### src/rtl/led_map_pkg.sv
// Shared wiring-mode constants, FSM encoding and mode decode helpers for the LED strip mapper.
package led_map_pkg;

  localparam logic [1:0] MODE_ROW      = 2'd0;
  localparam logic [1:0] MODE_ROW_SERP = 2'd1;
  localparam logic [1:0] MODE_COL      = 2'd2;
  localparam logic [1:0] MODE_COL_SERP = 2'd3;

  typedef enum logic [1:0] {
    ST_IDLE  = 2'd0,
    ST_RUN   = 2'd1,
    ST_DRAIN = 2'd2
  } state_t;

  // True when the inner counter walks x (strip runs along rows).
  function automatic logic mode_is_row(input logic [1:0] mode);
    return (mode == MODE_ROW) || (mode == MODE_ROW_SERP);
  endfunction

  // True when every odd outer line runs backwards.
  function automatic logic mode_is_serp(input logic [1:0] mode);
    return (mode == MODE_ROW_SERP) || (mode == MODE_COL_SERP);
  endfunction

endpackage

### src/rtl/led_xy_map.sv
// Combinational strip-coordinate to frame-buffer address map; shared with the frame-buffer writer.
module led_xy_map
  import led_map_pkg::*;
#(
  parameter int unsigned COLS = 8,
  parameter int unsigned ROWS = 8,
  parameter int unsigned AW   = $clog2(COLS * ROWS),
  parameter int unsigned CW   = 3
) (
  input  logic [1:0]    i_mode,
  input  logic          i_mirror_x,
  input  logic          i_mirror_y,
  input  logic [CW-1:0] i_inner,
  input  logic [CW-1:0] i_outer,
  output logic [AW-1:0] o_addr_c
);

  logic          w_row;
  logic [CW-1:0] w_inner_max;
  logic [CW-1:0] w_inner_eff;
  logic [CW-1:0] w_xs;
  logic [CW-1:0] w_ys;
  logic [CW-1:0] w_x;
  logic [CW-1:0] w_y;

  // Serpentine reversal first, then axis assignment, then mirroring, then y*COLS+x.
  always_comb begin
    w_row       = mode_is_row(i_mode);
    w_inner_max = w_row ? CW'(COLS - 1) : CW'(ROWS - 1);
    w_inner_eff = (mode_is_serp(i_mode) && i_outer[0]) ? (w_inner_max - i_inner) : i_inner;
    if (w_row) begin
      w_xs = w_inner_eff;
      w_ys = i_outer;
    end else begin
      w_xs = i_outer;
      w_ys = w_inner_eff;
    end
    w_x      = i_mirror_x ? (CW'(COLS - 1) - w_xs) : w_xs;
    w_y      = i_mirror_y ? (CW'(ROWS - 1) - w_ys) : w_ys;
    o_addr_c = AW'((32'(w_y) * 32'(COLS)) + 32'(w_x));
  end

endmodule

### src/rtl/led_addr_scan.sv
// Frame scan-address generator: walks strip positions 0..N-1 and streams mapped addresses.
module led_addr_scan
  import led_map_pkg::*;
#(
  parameter int unsigned COLS = 8,
  parameter int unsigned ROWS = 8,
  parameter int unsigned AW   = $clog2(COLS * ROWS)
) (
  input  logic          clk_in,
  input  logic          rst_n_in,
  input  logic          start_in,
  input  logic          abort_in,
  input  logic [1:0]    mode_in,
  input  logic          mirror_x_in,
  input  logic          mirror_y_in,
  input  logic          ready_in,
  output logic [AW-1:0] addr_out,
  output logic          valid_out,
  output logic          last_out,
  output logic          busy_out,
  output logic          done_out
);

  localparam int unsigned CW = (COLS > ROWS) ? $clog2(COLS) : $clog2(ROWS);

  state_t        r_state, w_state_nxt;
  logic [1:0]    r_mode, w_mode_nxt;
  logic          r_mirror_x, w_mirror_x_nxt;
  logic          r_mirror_y, w_mirror_y_nxt;
  logic [CW-1:0] r_inner, w_inner_nxt;
  logic [CW-1:0] r_outer, w_outer_nxt;
  logic [AW-1:0] r_addr, w_addr_nxt;
  logic          r_valid, w_valid_nxt;
  logic          r_last, w_last_nxt;
  logic          r_busy, w_busy_nxt;
  logic          r_done, w_done_nxt;

  logic [AW-1:0] w_map_addr;
  logic          w_row;
  logic [CW-1:0] w_inner_max;
  logic [CW-1:0] w_outer_max;
  logic          w_at_end;
  logic          w_load;

  led_xy_map #(
    .COLS (COLS),
    .ROWS (ROWS),
    .AW   (AW),
    .CW   (CW)
  ) u_xy_map (
    .i_mode     (r_mode),
    .i_mirror_x (r_mirror_x),
    .i_mirror_y (r_mirror_y),
    .i_inner    (r_inner),
    .i_outer    (r_outer),
    .o_addr_c   (w_map_addr)
  );

  // State, latched frame config, counters and output register.
  always_ff @(posedge clk_in or negedge rst_n_in) begin
    if (!rst_n_in) begin
      r_state    <= ST_IDLE;
      r_mode     <= MODE_ROW;
      r_mirror_x <= 1'b0;
      r_mirror_y <= 1'b0;
      r_inner    <= '0;
      r_outer    <= '0;
      r_addr     <= '0;
      r_valid    <= 1'b0;
      r_last     <= 1'b0;
      r_busy     <= 1'b0;
      r_done     <= 1'b0;
    end else begin
      r_state    <= w_state_nxt;
      r_mode     <= w_mode_nxt;
      r_mirror_x <= w_mirror_x_nxt;
      r_mirror_y <= w_mirror_y_nxt;
      r_inner    <= w_inner_nxt;
      r_outer    <= w_outer_nxt;
      r_addr     <= w_addr_nxt;
      r_valid    <= w_valid_nxt;
      r_last     <= w_last_nxt;
      r_busy     <= w_busy_nxt;
      r_done     <= w_done_nxt;
    end
  end

  // Next-state and output-register logic; abort beats accept, start wins over abort in IDLE.
  always_comb begin
    w_state_nxt    = r_state;
    w_mode_nxt     = r_mode;
    w_mirror_x_nxt = r_mirror_x;
    w_mirror_y_nxt = r_mirror_y;
    w_inner_nxt    = r_inner;
    w_outer_nxt    = r_outer;
    w_addr_nxt     = r_addr;
    w_valid_nxt    = r_valid;
    w_last_nxt     = r_last;
    w_done_nxt     = 1'b0;

    w_row       = mode_is_row(r_mode);
    w_inner_max = w_row ? CW'(COLS - 1) : CW'(ROWS - 1);
    w_outer_max = w_row ? CW'(ROWS - 1) : CW'(COLS - 1);
    w_at_end    = (r_inner == w_inner_max) && (r_outer == w_outer_max);
    w_load      = !r_valid || ready_in;

    case (r_state)
      ST_IDLE: begin
        if (start_in) begin
          w_mode_nxt     = mode_in;
          w_mirror_x_nxt = mirror_x_in;
          w_mirror_y_nxt = mirror_y_in;
          w_inner_nxt    = '0;
          w_outer_nxt    = '0;
          w_state_nxt    = ST_RUN;
        end
      end
      ST_RUN: begin
        if (abort_in) begin
          w_valid_nxt = 1'b0;
          w_last_nxt  = 1'b0;
          w_state_nxt = ST_IDLE;
        end else if (w_load) begin
          w_addr_nxt  = w_map_addr;
          w_valid_nxt = 1'b1;
          if (w_at_end) begin
            w_last_nxt  = 1'b1;
            w_state_nxt = ST_DRAIN;
          end else if (r_inner == w_inner_max) begin
            w_inner_nxt = '0;
            w_outer_nxt = r_outer + CW'(1);
          end else begin
            w_inner_nxt = r_inner + CW'(1);
          end
        end
      end
      ST_DRAIN: begin
        if (abort_in) begin
          w_valid_nxt = 1'b0;
          w_last_nxt  = 1'b0;
          w_state_nxt = ST_IDLE;
        end else if (ready_in) begin
          w_valid_nxt = 1'b0;
          w_last_nxt  = 1'b0;
          w_done_nxt  = 1'b1;
          w_state_nxt = ST_IDLE;
        end
      end
      default: begin
        w_valid_nxt = 1'b0;
        w_last_nxt  = 1'b0;
        w_state_nxt = ST_IDLE;
      end
    endcase

    w_busy_nxt = (w_state_nxt != ST_IDLE);
  end

  assign addr_out  = r_addr;
  assign valid_out = r_valid;
  assign last_out  = r_last;
  assign busy_out  = r_busy;
  assign done_out  = r_done;

endmodule

### config.mk
export PLATFORM = sky130hd
export DESIGN_NAME = led_addr_scan
export DESIGN_NICKNAME = d
export VERILOG_FILES = /design/src/rtl/led_map_pkg.sv /design/src/rtl/led_xy_map.sv /design/src/rtl/led_addr_scan.sv
export SDC_FILE = /design/constraint.sdc
export NUM_CORES = 1
export LEC_CHECK = 0
export BUFFER_PORTS_ARGS = -buffer_cell sky130_fd_sc_hd__buf_4
export CAP_MARGIN = 25
export CORE_MARGIN = 5
export CORE_UTILIZATION = 50
export CTS_CLUSTER_SIZE = 20
export DETAILED_ROUTE_END_ITERATION = 8
export PLACE_DENSITY = 0.7
export SLEW_MARGIN = 5
export SYNTH_ARGS = -nofsm -noshare
export SYNTH_HDL_FRONTEND = slang
export SYNTH_SLANG_ARGS = --single-unit
### constraint.sdc
create_clock -name clk_in -period 2.2 [get_ports clk_in]
set_clock_uncertainty 0.15 [all_clocks]
set_input_delay 0.33 -clock clk_in [delete_from_list [all_inputs] [get_ports clk_in]]
set_output_delay 0.33 -clock clk_in [all_outputs]
set_load 0.05 [all_outputs]
==> impl_metrics.csv <==
group,metric,value,unit
synth,synth_edf_count,0,
clock_network,htree_num_levels,1,
synth,synth_area_leader_cell,"dfrtp_1",
grt,overflow,0,
flow_run,timing.max_cap.violations,0,
clock_network,clockRootBuffer,"clkbuf_4",
clock_network,cts_sinks,22,
worst_setup_path,cp-start-kind,"flip-flop",
floorplan,row_count,18,
synth,avgSynthCellArea,9.67,um2
place,io_buffers,18,
worst_setup_path,r2r_cells,6,
floorplan,die_y,61.1,um
clock_network,clkLatencyLatePin,0.30,ns
synth,syn_nets,148,
clock_network,clk_path_buf_depth,2,
worst_setup_path,rr_startpoint,"r_outer[0]$_DFFE_PN0P_",
synth,yosysTopAreaCellShare,0.422,
synth,async_flop_share,1.00,
cells_and_area,syn2layout_area_growth,12.6,%
synth,ys.flop_type,"dfrtp_1",
worst_setup_path,cp.required,2.25,ns
sta,slew_violations,0,
clock_network,cts.repair.resized,0,
grt,grt_use_total,0.159,
power,ir_drop,666,uV
worst_setup_path,critical_path.endpoint_type,"flip-flop",
sta,period_share,0.861,
grt,grt_pass1_wl,4430,um
sta,hold_viol,0,
clock_network,clk_pin_slew_worst_paths,0.13,ns
synth,yosys_register_bits,22,
clock_network,cts_tree,"built",
worst_setup_path,startpoint,"r_outer[0]$_DFFE_PN0P_",
worst_hold_path,hold_end,"r_mirror_y$_DFFE_PN0P_",
route,drt-initial-drc-count,25,
sta,fin_setup_tns,0,ns
route,ant_nets,0,
route,wl_per_cell,14.1,um
clock_network,postCtsSetupRepairBufs,0,
route,viasPerCell,5.62,
sta,max_slew_margin,0.704,
cells_and_area,antenna_cells,0,
floorplan,die_x,61.1,um
worst_setup_path,rrSetupSlack,0.31,ns
cells_and_area,fillCellCount,218,
clock_network,cts_buffers,3,
sta,grt_setup_unrepaired,"no",
power,leakagePower,0.000663,uW
floorplan,fp.coreArea,2480,um2
synth,ys_types,42,
worst_hold_path,hp-class,"input port to flip-flop",
route,wl,2580,um
floorplan,dieArea,3730,um2
place,gp_congestion,0.777,
outcome,outcome,"complete, no violations",
floorplan,pin_count,19,
worst_setup_path,rr_endpoint,"r_outer[1]$_DFFE_PN0P_",
synth,ys_top_cells_by_count,"dfrtp_1 (22), nand2_1 (22), a21oi_1 (9), nor2_1 (9), o21ai_0 (6)",
synth,syn_inst,135,
route,drc,0,
grt,grt_pass1_vias,983,
synth,ys.warnings.count,0,
floorplan,start_util,0.527,
worst_setup_path,path_max_fanout,13,
sta,finalSetupViolations,0,
synth,ys_top_cells_by_area,"dfrtp_1 (42%), nand2_1 (6.3%), ha_1 (3.8%)",
route,vias,1028,
place,dpl_cell_area,1420,um2
cells_and_area,multi_input_area,681,um2
cells_and_area,register_area,551,um2
worst_hold_path,whs_path_depth,3,
worst_setup_path,critPathArrivalTime,1.94,ns
sta,tightest_slew,0.444,ns
clock_network,hold_buffers,1,
synth,yosysSeqAreaShare,0.422,
route,drtPass1Iterations,4,
cells_and_area,final_nets,167,
worst_setup_path,path_class,"flip-flop to flip-flop",
place,hpwl,1930,um
synth,syn-cell-area,1310,um2
sta,max_freq,528,MHz
grt,grt_max_degree,23,
power,powerDensity,972,nW/um2
cells_and_area,drive_above_1_share,0.242,
sta,min_period,1.89,ns
grt,antenna_found_initial,0,
cells_and_area,design_area,1470,um2
worst_hold_path,min-delay-start,"mirror_y_in",
==> cell usage in the layout (no fill, tap or decap), drive strengths merged, types with 3 or more instances in the layout <==
| master | n |
|---|---|
| nand2b | 3 |
| buf | 19 |
| o21ai | 7 |
| clkbuf | 4 |
| a21oi | 13 |
| inv | 3 |
| nor2 | 14 |
| dfrtp | 22 |
| nor3 | 3 |
| and3 | 3 |
| xnor2 | 4 |
| ha | 4 |
| nand2 | 22 |
==> sequential cells by signal, summed over array words and instances, names as in the netlist <==
register,flops
last_out,1
r_mirror_y,1
r_mode,2
r_state,2
addr_out,6
valid_out,1
busy_out,1
r_mirror_x,1
r_outer,3
r_inner,3
done_out,1
==> worst max-delay path, stage by stage, from the launching register on <==
cell and delay [ns]:
dfrtp_1 0.53, ha_1 0.28, ha_1 0.25, nand2_1 0.14
nand3_1 0.14, a21oi_1 0.20, o21ai_0 0.10
==> layer usage <==
| metal | GRT usage | share of wire |
|---|---|---|
| met1 | 0.197 | 0.45 |
| met2 | 0.279 | 0.50 |
| met3 | 0.0252 | 0.037 |
| met4 | 0.0557 | 0.011 |
| met5 | 0 | 0 |
==> layout make-up <==
type / instances / share of cell area
multi-input combinational: 104 / 0.463
sequential: 22 / 0.375
timing repair buffer: 20 / 0.104
tap: 30 / 0.0256
clock buffer: 4 / 0.0247
inverter: 3 / 0.00767
==> how the worst max path moves through the flow <==
stage,to,slack [ns],cells after the start
2_1_floorplan,r_inner[1]$_DFFE_PN0P_,0.48,4
3_3_place_gp,r_outer[1]$_DFFE_PN0P_,0.45,6
3_5_place_dp,r_outer[1]$_DFFE_PN0P_,0.35,6
4_1_cts,r_outer[1]$_DFFE_PN0P_,0.34,6
5_1_grt,r_outer[1]$_DFFE_PN0P_,0.12,6
6_report,r_outer[1]$_DFFE_PN0P_,0.31,6
==> metrics by stage <==
step	hold slack [ns]	setup slack (ns)	instances	utilization	total power (uW)
floorplan	-0.116	0.485	135	-	1050
global placement	0.0857	0.446	178	0.574	1200
CTS	0.0481	0.337	183	0.593	1440
finish	0.0514	0.307	183	0.593	1430
detailed placement	0.0863	0.351	178	0.574	1210
global route	0.0431	0.118	183	0.593	1520
==> power breakdown <==
group	switching (uW)	internal [uW]	total [uW]
registers	110	494	604
clock network	126	101	227
logic	378	218	596
==> cells by family after synthesis <==
family | Yosys count | synth area share
AND/OR/NAND/NOR | 64 | 0.289
AO/OA/AOI/OAI | 30 | 0.154
flip-flops | 22 | 0.422
buffers and inverters | 9 | 0.0566
XOR/XNOR | 6 | 0.0403
adder cells (fa/ha/maj) | 4 | 0.0384
Note: power is estimated with default switching activity, not from simulation.
